==> config.mk <==
export PLATFORM = sky130hd
export DESIGN_NAME = spi_slave
export DESIGN_NICKNAME = d
export VERILOG_FILES = /design/src/rtl/spi_pkg.sv /design/src/rtl/spi_sync_edge.sv /design/src/rtl/spi_slave.sv
export SDC_FILE = /design/constraint.sdc
export NUM_CORES = 1
export LEC_CHECK = 0
export ABC_AREA = 1
export CORE_MARGIN = 4
export CORE_UTILIZATION = 49
export CTS_BUF_LIST = sky130_fd_sc_hd__clkbuf_8 sky130_fd_sc_hd__clkbuf_16
export CTS_CLUSTER_SIZE = 30
export DETAILED_ROUTE_END_ITERATION = 10
export PLACE_DENSITY = 0.75
export SLEW_MARGIN = 20
export SYNTH_ARGS = -nofsm -noshare
export SYNTH_HDL_FRONTEND = slang
export SYNTH_SLANG_ARGS = --single-unit
==> constraint.sdc <==
create_clock -name clk -period 1.83 [get_ports clk]
set_clock_uncertainty 0.15 [all_clocks]
set_input_delay 0.4575 -clock clk [delete_from_list [all_inputs] [get_ports clk]]
set_output_delay 0.4575 -clock clk [all_outputs]
set_load 0.01 [all_outputs]
==> src/rtl/spi_pkg.sv <==
// Shared types and defaults for the SPI subordinate endpoint.
package spi_pkg;

    typedef enum logic [1:0] {
        StIdle,
        StLoad,
        StShift,
        StComplete
    } spi_state_e;

    localparam int unsigned DATA_W_DEFAULT = 8;
    localparam logic [7:0] IDLE_TX_DEFAULT = 8'hFF;

endpackage

==> src/rtl/spi_sync_edge.sv <==
// Multi-flop input synchronizer with one extra flop for rise/fall pulse detection.
module spi_sync_edge #(
    parameter int unsigned SYNC_STAGES = 2,
    parameter logic        RESET_VAL   = 1'b0
) (
    input  logic clk,
    input  logic reset,
    input  logic d_i,
    output logic sync_o,
    output logic rise_o,
    output logic fall_o
);

    logic [SYNC_STAGES-1:0] sync_q, sync_d;
    logic                   prev_q, prev_d;

    always_comb begin
        sync_d = {sync_q[SYNC_STAGES-2:0], d_i};
        prev_d = sync_q[SYNC_STAGES-1];
    end

    always_ff @(posedge clk or posedge reset) begin
        if (reset) begin
            sync_q <= {SYNC_STAGES{RESET_VAL}};
            prev_q <= RESET_VAL;
        end else begin
            sync_q <= sync_d;
            prev_q <= prev_d;
        end
    end

    assign sync_o = sync_q[SYNC_STAGES-1];
    assign rise_o = sync_o & ~prev_q;
    assign fall_o = ~sync_o & prev_q;

endmodule

==> src/rtl/spi_slave.sv <==
// SPI subordinate: MSB-first frames framed by active-low CS, oversampled on clk.
// Optional sticky tx underrun flag enabled by defining SPI_SLAVE_UNDERRUN_FLAG_EN.
module spi_slave
    import spi_pkg::*;
#(
    parameter int unsigned       DATA_W      = DATA_W_DEFAULT,
    parameter int unsigned       SYNC_STAGES = 2,
    parameter logic [DATA_W-1:0] IDLE_TX     = DATA_W'(IDLE_TX_DEFAULT)
) (
    input  logic              clk,
    input  logic              reset,
    input  logic              SCK,
    input  logic              CS,
    input  logic              MOSI,
    output logic              MISO,
    output logic              miso_oe,
    input  logic [DATA_W-1:0] tx_data,
    input  logic              tx_valid,
    output logic              tx_ready,
    output logic [DATA_W-1:0] rx_data,
    output logic              rx_valid,
    output logic              busy
`ifdef SPI_SLAVE_UNDERRUN_FLAG_EN
    ,
    output logic              tx_underrun
`endif
);

    localparam int unsigned CNT_W = (DATA_W > 1) ? $clog2(DATA_W) : 1;
    localparam logic [CNT_W-1:0] CNT_MAX = CNT_W'(DATA_W - 1);

    logic sck_rise, sck_fall;
    logic cs_sync, cs_rise, cs_fall;
    logic mosi_sync, mosi_rise_unused, mosi_fall_unused;

    spi_sync_edge #(.SYNC_STAGES(SYNC_STAGES), .RESET_VAL(1'b0)) u_sync_sck (
        .clk    (clk),
        .reset  (reset),
        .d_i    (SCK),
        .sync_o (),
        .rise_o (sck_rise),
        .fall_o (sck_fall)
    );

    spi_sync_edge #(.SYNC_STAGES(SYNC_STAGES), .RESET_VAL(1'b1)) u_sync_cs (
        .clk    (clk),
        .reset  (reset),
        .d_i    (CS),
        .sync_o (cs_sync),
        .rise_o (cs_rise),
        .fall_o (cs_fall)
    );

    spi_sync_edge #(.SYNC_STAGES(SYNC_STAGES), .RESET_VAL(1'b0)) u_sync_mosi (
        .clk    (clk),
        .reset  (reset),
        .d_i    (MOSI),
        .sync_o (mosi_sync),
        .rise_o (mosi_rise_unused),
        .fall_o (mosi_fall_unused)
    );

    spi_state_e        state_q, state_d;
    logic [CNT_W-1:0]  bit_cnt_q, bit_cnt_d;
    logic [DATA_W-1:0] tx_shift_q, tx_shift_d;
    logic [DATA_W-1:0] rx_shift_q, rx_shift_d;
    logic [DATA_W-1:0] hold_q, hold_d;
    logic              hold_full_q, hold_full_d;
    logic              miso_q, miso_d;
    logic              miso_oe_q, miso_oe_d;
    logic [DATA_W-1:0] rx_data_q, rx_data_d;
    logic              rx_valid_q, rx_valid_d;
    logic              tx_fire;

    assign tx_fire = tx_valid & ~hold_full_q;

    always_comb begin
        state_d     = state_q;
        bit_cnt_d   = bit_cnt_q;
        tx_shift_d  = tx_shift_q;
        rx_shift_d  = rx_shift_q;
        hold_d      = hold_q;
        hold_full_d = hold_full_q;
        miso_d      = miso_q;
        rx_data_d   = rx_data_q;
        rx_valid_d  = 1'b0;

        unique case (state_q)
            StIdle: begin
                if (cs_fall) state_d = StLoad;
            end
            StLoad: begin
                // The byte is consumed even if CS rises in this same cycle.
                if (hold_full_q) begin
                    tx_shift_d  = hold_q;
                    hold_full_d = 1'b0;
                end else begin
                    tx_shift_d  = IDLE_TX;
                end
                miso_d    = tx_shift_d[DATA_W-1];
                bit_cnt_d = CNT_MAX;
                state_d   = cs_rise ? StIdle : StShift;
            end
            StShift: begin
                if (cs_rise) begin
                    state_d = StIdle;
                end else if (sck_fall) begin
                    rx_shift_d[bit_cnt_q] = mosi_sync;
                    if (bit_cnt_q == '0) begin
                        rx_data_d  = rx_shift_d;
                        rx_valid_d = 1'b1;
                        state_d    = StComplete;
                    end else begin
                        bit_cnt_d = bit_cnt_q - 1'b1;
                    end
                end else if (sck_rise) begin
                    miso_d = tx_shift_q[bit_cnt_q];
                end
            end
            StComplete: begin
                state_d = cs_sync ? StIdle : StLoad;
            end
            default: state_d = StIdle;
        endcase

        // Applied after LOAD so a same-cycle handshake refills the holding register.
        if (tx_fire) begin
            hold_d      = tx_data;
            hold_full_d = 1'b1;
        end

        miso_oe_d = (state_d != StIdle);
    end

    always_ff @(posedge clk or posedge reset) begin
        if (reset) begin
            state_q     <= StIdle;
            bit_cnt_q   <= CNT_MAX;
            tx_shift_q  <= '0;
            rx_shift_q  <= '0;
            hold_q      <= '0;
            hold_full_q <= 1'b0;
            miso_q      <= 1'b0;
            miso_oe_q   <= 1'b0;
            rx_data_q   <= '0;
            rx_valid_q  <= 1'b0;
        end else begin
            state_q     <= state_d;
            bit_cnt_q   <= bit_cnt_d;
            tx_shift_q  <= tx_shift_d;
            rx_shift_q  <= rx_shift_d;
            hold_q      <= hold_d;
            hold_full_q <= hold_full_d;
            miso_q      <= miso_d;
            miso_oe_q   <= miso_oe_d;
            rx_data_q   <= rx_data_d;
            rx_valid_q  <= rx_valid_d;
        end
    end

`ifdef SPI_SLAVE_UNDERRUN_FLAG_EN
    logic underrun_q, underrun_d;

    // Set has priority over the handshake clear.
    always_comb begin
        underrun_d = underrun_q;
        if (tx_fire) underrun_d = 1'b0;
        if ((state_q == StLoad) && !hold_full_q) underrun_d = 1'b1;
    end

    always_ff @(posedge clk or posedge reset) begin
        if (reset) underrun_q <= 1'b0;
        else       underrun_q <= underrun_d;
    end

    assign tx_underrun = underrun_q;
`endif

    assign MISO     = miso_q;
    assign miso_oe  = miso_oe_q;
    assign tx_ready = ~hold_full_q;
    assign rx_data  = rx_data_q;
    assign rx_valid = rx_valid_q;
    assign busy     = (state_q != StIdle);

endmodule

Yosys cells after proc, flatten, opt, wreduce, memory -nomap -nowiden
Index checks and enable logic that the tools add are counted.
Storage, ports and cells
  bits in read-only memories: 0
  flip-flop bits (word level): 49
  word-level logic and storage cells: 75
  memory bits (writable): 0
  latch bits: 0
  memories: 0
  bits of input ports: 14
Operators by class
  add/subtract/negate cells: 1
  div/mod/pow operators: 0
  $mul: 0
  bitwise operators: 11
  eq/ne operators: 8
  shift operators: 0
  mux-type cells: 27
  reduce and logical (&&, ||, !) cells: 11
  $lt $le $gt $ge: 2
Operator list (count)
  two-way mux 1 bit: 12
  AND reduction 4 bit: 3
  two-way mux 2 bit: 5
  != test 2 bit, second input constant: 5
  two-way mux 3 bit: 3
  bitwise mux 8 bit: 1
  two-way mux 8 bit: 1
  case mux 2 bit (4 select lines): 1
  nonzero test 2 bit: 4
  inverter 1 bit: 6
  case mux 3 bit (2 select lines): 1
  bitwise AND 1 bit: 5
  == test 2 bit, second input constant: 2
  < comparator 3 x 4 -> 1 bit, second input constant: 1
  binary-select mux 1 bit (select 3 bit): 1
  demux 1 bit (select 3 bit): 1
  >= comparator 3 x 1 -> 1 bit, second input constant: 1
  logical NOT 3 bit: 1
  AND reduction 3 bit: 1
  subtractor 3 x 1 -> 3 bit, second input constant: 1
  == test 2 x 1 -> 1 bit, second input constant: 1
  logical NOT 2 bit: 1
  case mux 1 bit (2 select lines): 1
  logical AND 1 bit: 1

Logic depth before layout (Yosys ltp)
  depth in word-level cells: 6
  depth in mapped cells: 9

Hierarchy
A second synthesis with hierarchy kept.
Second synthesis, totals
  cell total of the unflattened synthesis: 241
  area, all modules: 2213.4 µm²
Modules (own cells, without submodules)
  spi_slave: times used 1, cells each 217, area an instance 1928.1 µm², sequential area each 1029.7 µm²
  spi_sync_edge (u_sync_mosi ...): times used 2, cells each 8, area an instance 93.8 µm², sequential area each 75.1 µm²
  spi_sync_edge (u_sync_cs): times used 1, cells each 8, area an instance 97.6 µm², sequential area each 78.8 µm²

Worst setup path after synthesis
Ideal clock, no wire load.
  kind: reg2reg
  start point: register bit_cnt_q[0]
  end point: register miso_oe_q, in the netlist miso_oe
  setup time: 129 ps
  setup slack: 280 ps
  required time: 1551 ps
  stages on the path, launching flop included: 8
  path buffers: 1
  arrival time: 1271 ps
  path through: dfstp_2 > buf_4 > inv_2 > ha_1 > nand2_2 > nor2_8 > inv_4 > nand3b_1
Between the ends
  cells in the longest elaborated chain, start to end: 6
RTL lines
  from (decl): line spi_slave.sv:64  | logic [CNT_W-1:0] bit_cnt_q, bit_cnt_d;
  from (signal assigned): line spi_slave.sv:149  | bit_cnt_q <= bit_cnt_d;
  logical NOT 3 bit: line spi_slave.sv:109  | if (bit_cnt_q == '0) begin
  two-way mux 2 bit: line spi_slave.sv:109
  two-way mux 2 bit: line spi_slave.sv:107  | end else if (sck_fall) begin
  two-way mux 2 bit: line spi_slave.sv:105  | if (cs_rise) begin
  case mux 2 bit (4 select lines): line spi_slave.sv:88  | unique case (state_q)
  nonzero test 2 bit: line spi_slave.sv:132  | miso_oe_d = (state_d != StIdle);
  named net miso_oe_d: line spi_slave.sv:70  | logic miso_oe_q, miso_oe_d;
  to (signal assigned): line spi_slave.sv:155  | miso_oe_q <= miso_oe_d;
  to (decl): line spi_slave.sv:70
The timed path passes the listed nets, and every way through them passes these cells.
A chain may end at the register's enable or synchronous reset.

Worst setup path after layout
  start point: register rx_data_q[3], in the netlist rx_data[3]
  end point: output port rx_data[3]
RTL lines
  from (decl): line spi_slave.sv:71  | logic [DATA_W-1:0] rx_data_q, rx_data_d;
  from (signal assigned): line spi_slave.sv:156  | rx_data_q <= rx_data_d;
  to (decl): line spi_slave.sv:20  | output logic [DATA_W-1:0] rx_data,
No word-level cell between the ends.

==> impl_metrics.toml <==
[layout]
drive_gt1_share_pct = 14.2
final_util_pct = 63.3
finalInstanceArea_mm2 = 0.00259
area_growth_pct = 23.1
fin_nets = 289
layout_commonest_cell = "nand2_1"
antenna_cells = 0
final_cell_mix = "nand2_1, dfrtp_1, nor2_1"

[power_and_ir_drop]
vdd_drop_max_uv = 631
power_uw = 3330
power_density_mw_per_mm2 = 1280
p_leak_uw = 0.00138

[synthesis]
ys_warn_count = 0
syn_nets = 253
ys_seq_area_share_pct = 58.7
synth-edff-count = 0
ys_types = 23
synth-async-reset-ratio_pct = 100
syn_area_per_cell_um2 = 8.87
synthFlopType = "dfrtp_1"
syn_inst = 237
ys_ff_latch = 49
synth_area_mm2 = 0.00210

[clock_tree]
post_cts_buffers = 0
clock_sinks = 49
clk_latency_ns = 0.30
ctsHoldBuffers = 0
cts_buffers = 5
clockBufferDepth = 2
clkSlewWorstSetupHoldPaths_ns = 0.08
cts-root-buf = "clkbuf_8"
htreeDepth = 2
cts_tree = "done"
cts_resized = 3

[setup_path]
end_kind = "output port"
cp.buffers_inverters = 1
cp_top_family = "buffers and inverters"
reg2reg_depth = 6
cp_num_cells = 1
cpPeakStageDelay_ns = 0.53
crit_type = "flip-flop to output port"
crit_fanout = 2
arrival_ns = 1.18
cp-start-kind = "flip-flop"
path_cells = "clkdlybuf4s50_1"
cp_slowest_cell = "clkdlybuf4s50_1"
cp.required_ns = 1.22

[sta]
fin_crit_sh_pct = 97.8
setup_viol = 0
fin_tns_setup_ns = 0
whs_ns = 0.204
fin_crit_ns = 1.79
relSlewSlack_pct = 82.7
worst_slew_pin_slew_ns = 0.256
hold_violations = 0
rsz0062_at_grt = "false"
drv_slew = 0
max_freq_mhz = 559

[global_route]
grt_pass1_vias = 1493
grt-ovfl-total = 0
groute.usage.overall_pct = 15.0
grt_pass1_wl_mm = 6.33
grt_max_degree = 50
antenna_found_initial = 0

[drt]
drt_iter0_markers = 98
ant_nets = 0
wl_per_cell_um = 11.3
routed_wirelength_mm = 3.66
vias_per_cell = 4.83
first_pass_iters = 4
drc = 0
num_vias = 1566

[floorplanning]
start_util_pct = 51.5
pin_count = 27
core-area_mm2 = 0.00409
rows = 23
die_w_um = 73.5
fp.dieH_um = 73.5
dieArea_mm2 = 0.00540

[job]
cap_violations = 0

[worst_hold_path]
hold-path-cell-count = 0
hold_class = "flip-flop to flip-flop"

[placed_design]
gpl.final_weighted_congestion = 0.816
placed_area_mm2 = 0.00247
numPortBuffers = 26
hpwl_mm = 2.64

[run_status]
status = "complete, no violations"
[flip-flops by register name, indices dropped and copies added (netlist names), 2 cells and up]
signal / flops
rx_data: 8
bit_cnt_q: 3
state_q: 2
u_sync_cs.sync_q: 2
u_sync_sck.sync_q: 2
u_sync_mosi.sync_q: 2
rx_shift_q: 8
tx_shift_q: 8
hold_q: 8
[metrics by stage]
stage | setup slack [ns] | cells
2_1_floorplan | 0.0596 | 237
3_3_place_gp | 0.114 | 316
3_5_place_dp | 0.0990 | 316
4_1_cts | 0.0112 | 324
5_1_grt | 0.00989 | 324
6_report | 0.0399 | 324
[worst paths after layout]
| kind | from | endpoint | slack (ns) |
|---|---|---|---|
| max in group asynchronous | reset | bit_cnt_q[1] | 0.88 |
| min in group asynchronous | reset | rx_data[3] | 0.35 |
| worst min-delay path | u_sync_mosi.sync_q[0] | u_sync_mosi.sync_q[1] | 0.20 |
| worst max-delay path | rx_data[3] | rx_data[3] | 0.04 |
| worst min register to register | u_sync_mosi.sync_q[0] | u_sync_mosi.sync_q[1] | 0.20 |
| worst max register to register | bit_cnt_q[1] | miso_oe | 0.27 |
[cell usage after synthesis (2+ instances only)]
cell type / number / share of area (%)
a21oi_1: 9 / 2.1
buf_2: 3 / 0.71
buf_4: 2 / 0.71
dfrtp_1: 43 / 51
dfstp_2: 6 / 7.5
ha_1: 2 / 1.2
inv_1: 17 / 3.0
inv_2: 3 / 0.54
inv_4: 2 / 0.59
mux2_2: 3 / 1.6
nand2_1: 85 / 15
nand2_2: 3 / 0.89
nand3_1: 7 / 1.7
nand4_1: 5 / 1.5
nor2_1: 22 / 3.9
o21ai_0: 17 / 4.0
or2_2: 2 / 0.59
[per-layer routing]
layer,track usage (%),vias to the layer above,routed length (um)
met5,0,-,0
met4,5.43,0,52
met3,3.42,5,187
met2,26.0,27,1750
met1,18.3,716,1670
li1,-,818,-
[kinds of logic after synthesis]
logic type,count (synthesis),share of synthesized area [%]
AO/OA/AOI/OAI,27,6.54
adder cells (fa/ha/maj),2,1.19
buffers and inverters,27,5.59
flip-flops,49,58.7
multiplexers,4,2.14
AND/OR/NAND/NOR,128,25.9
[power breakdown]
| group | leakage [uW] | total, uW | internal, uW | switching [uW] |
|---|---|---|---|---|
| clock network | 0.0000626 | 776 | 440 | 337 |
| registers | 0.000596 | 1550 | 1400 | 147 |
| logic | 0.000722 | 1000 | 426 | 577 |
[cell type report]
type                    instances  area [um^2]
repair buffers                 34          337
flip-flops and latches         49         1230
well taps                      50         62.6
inverters                      22         87.6
fillers                       379         1500
clock inverters                 2         33.8
multi-input cells             161          752
clock buffers                   6         82.6
Power figures use the tool's default switching activity.
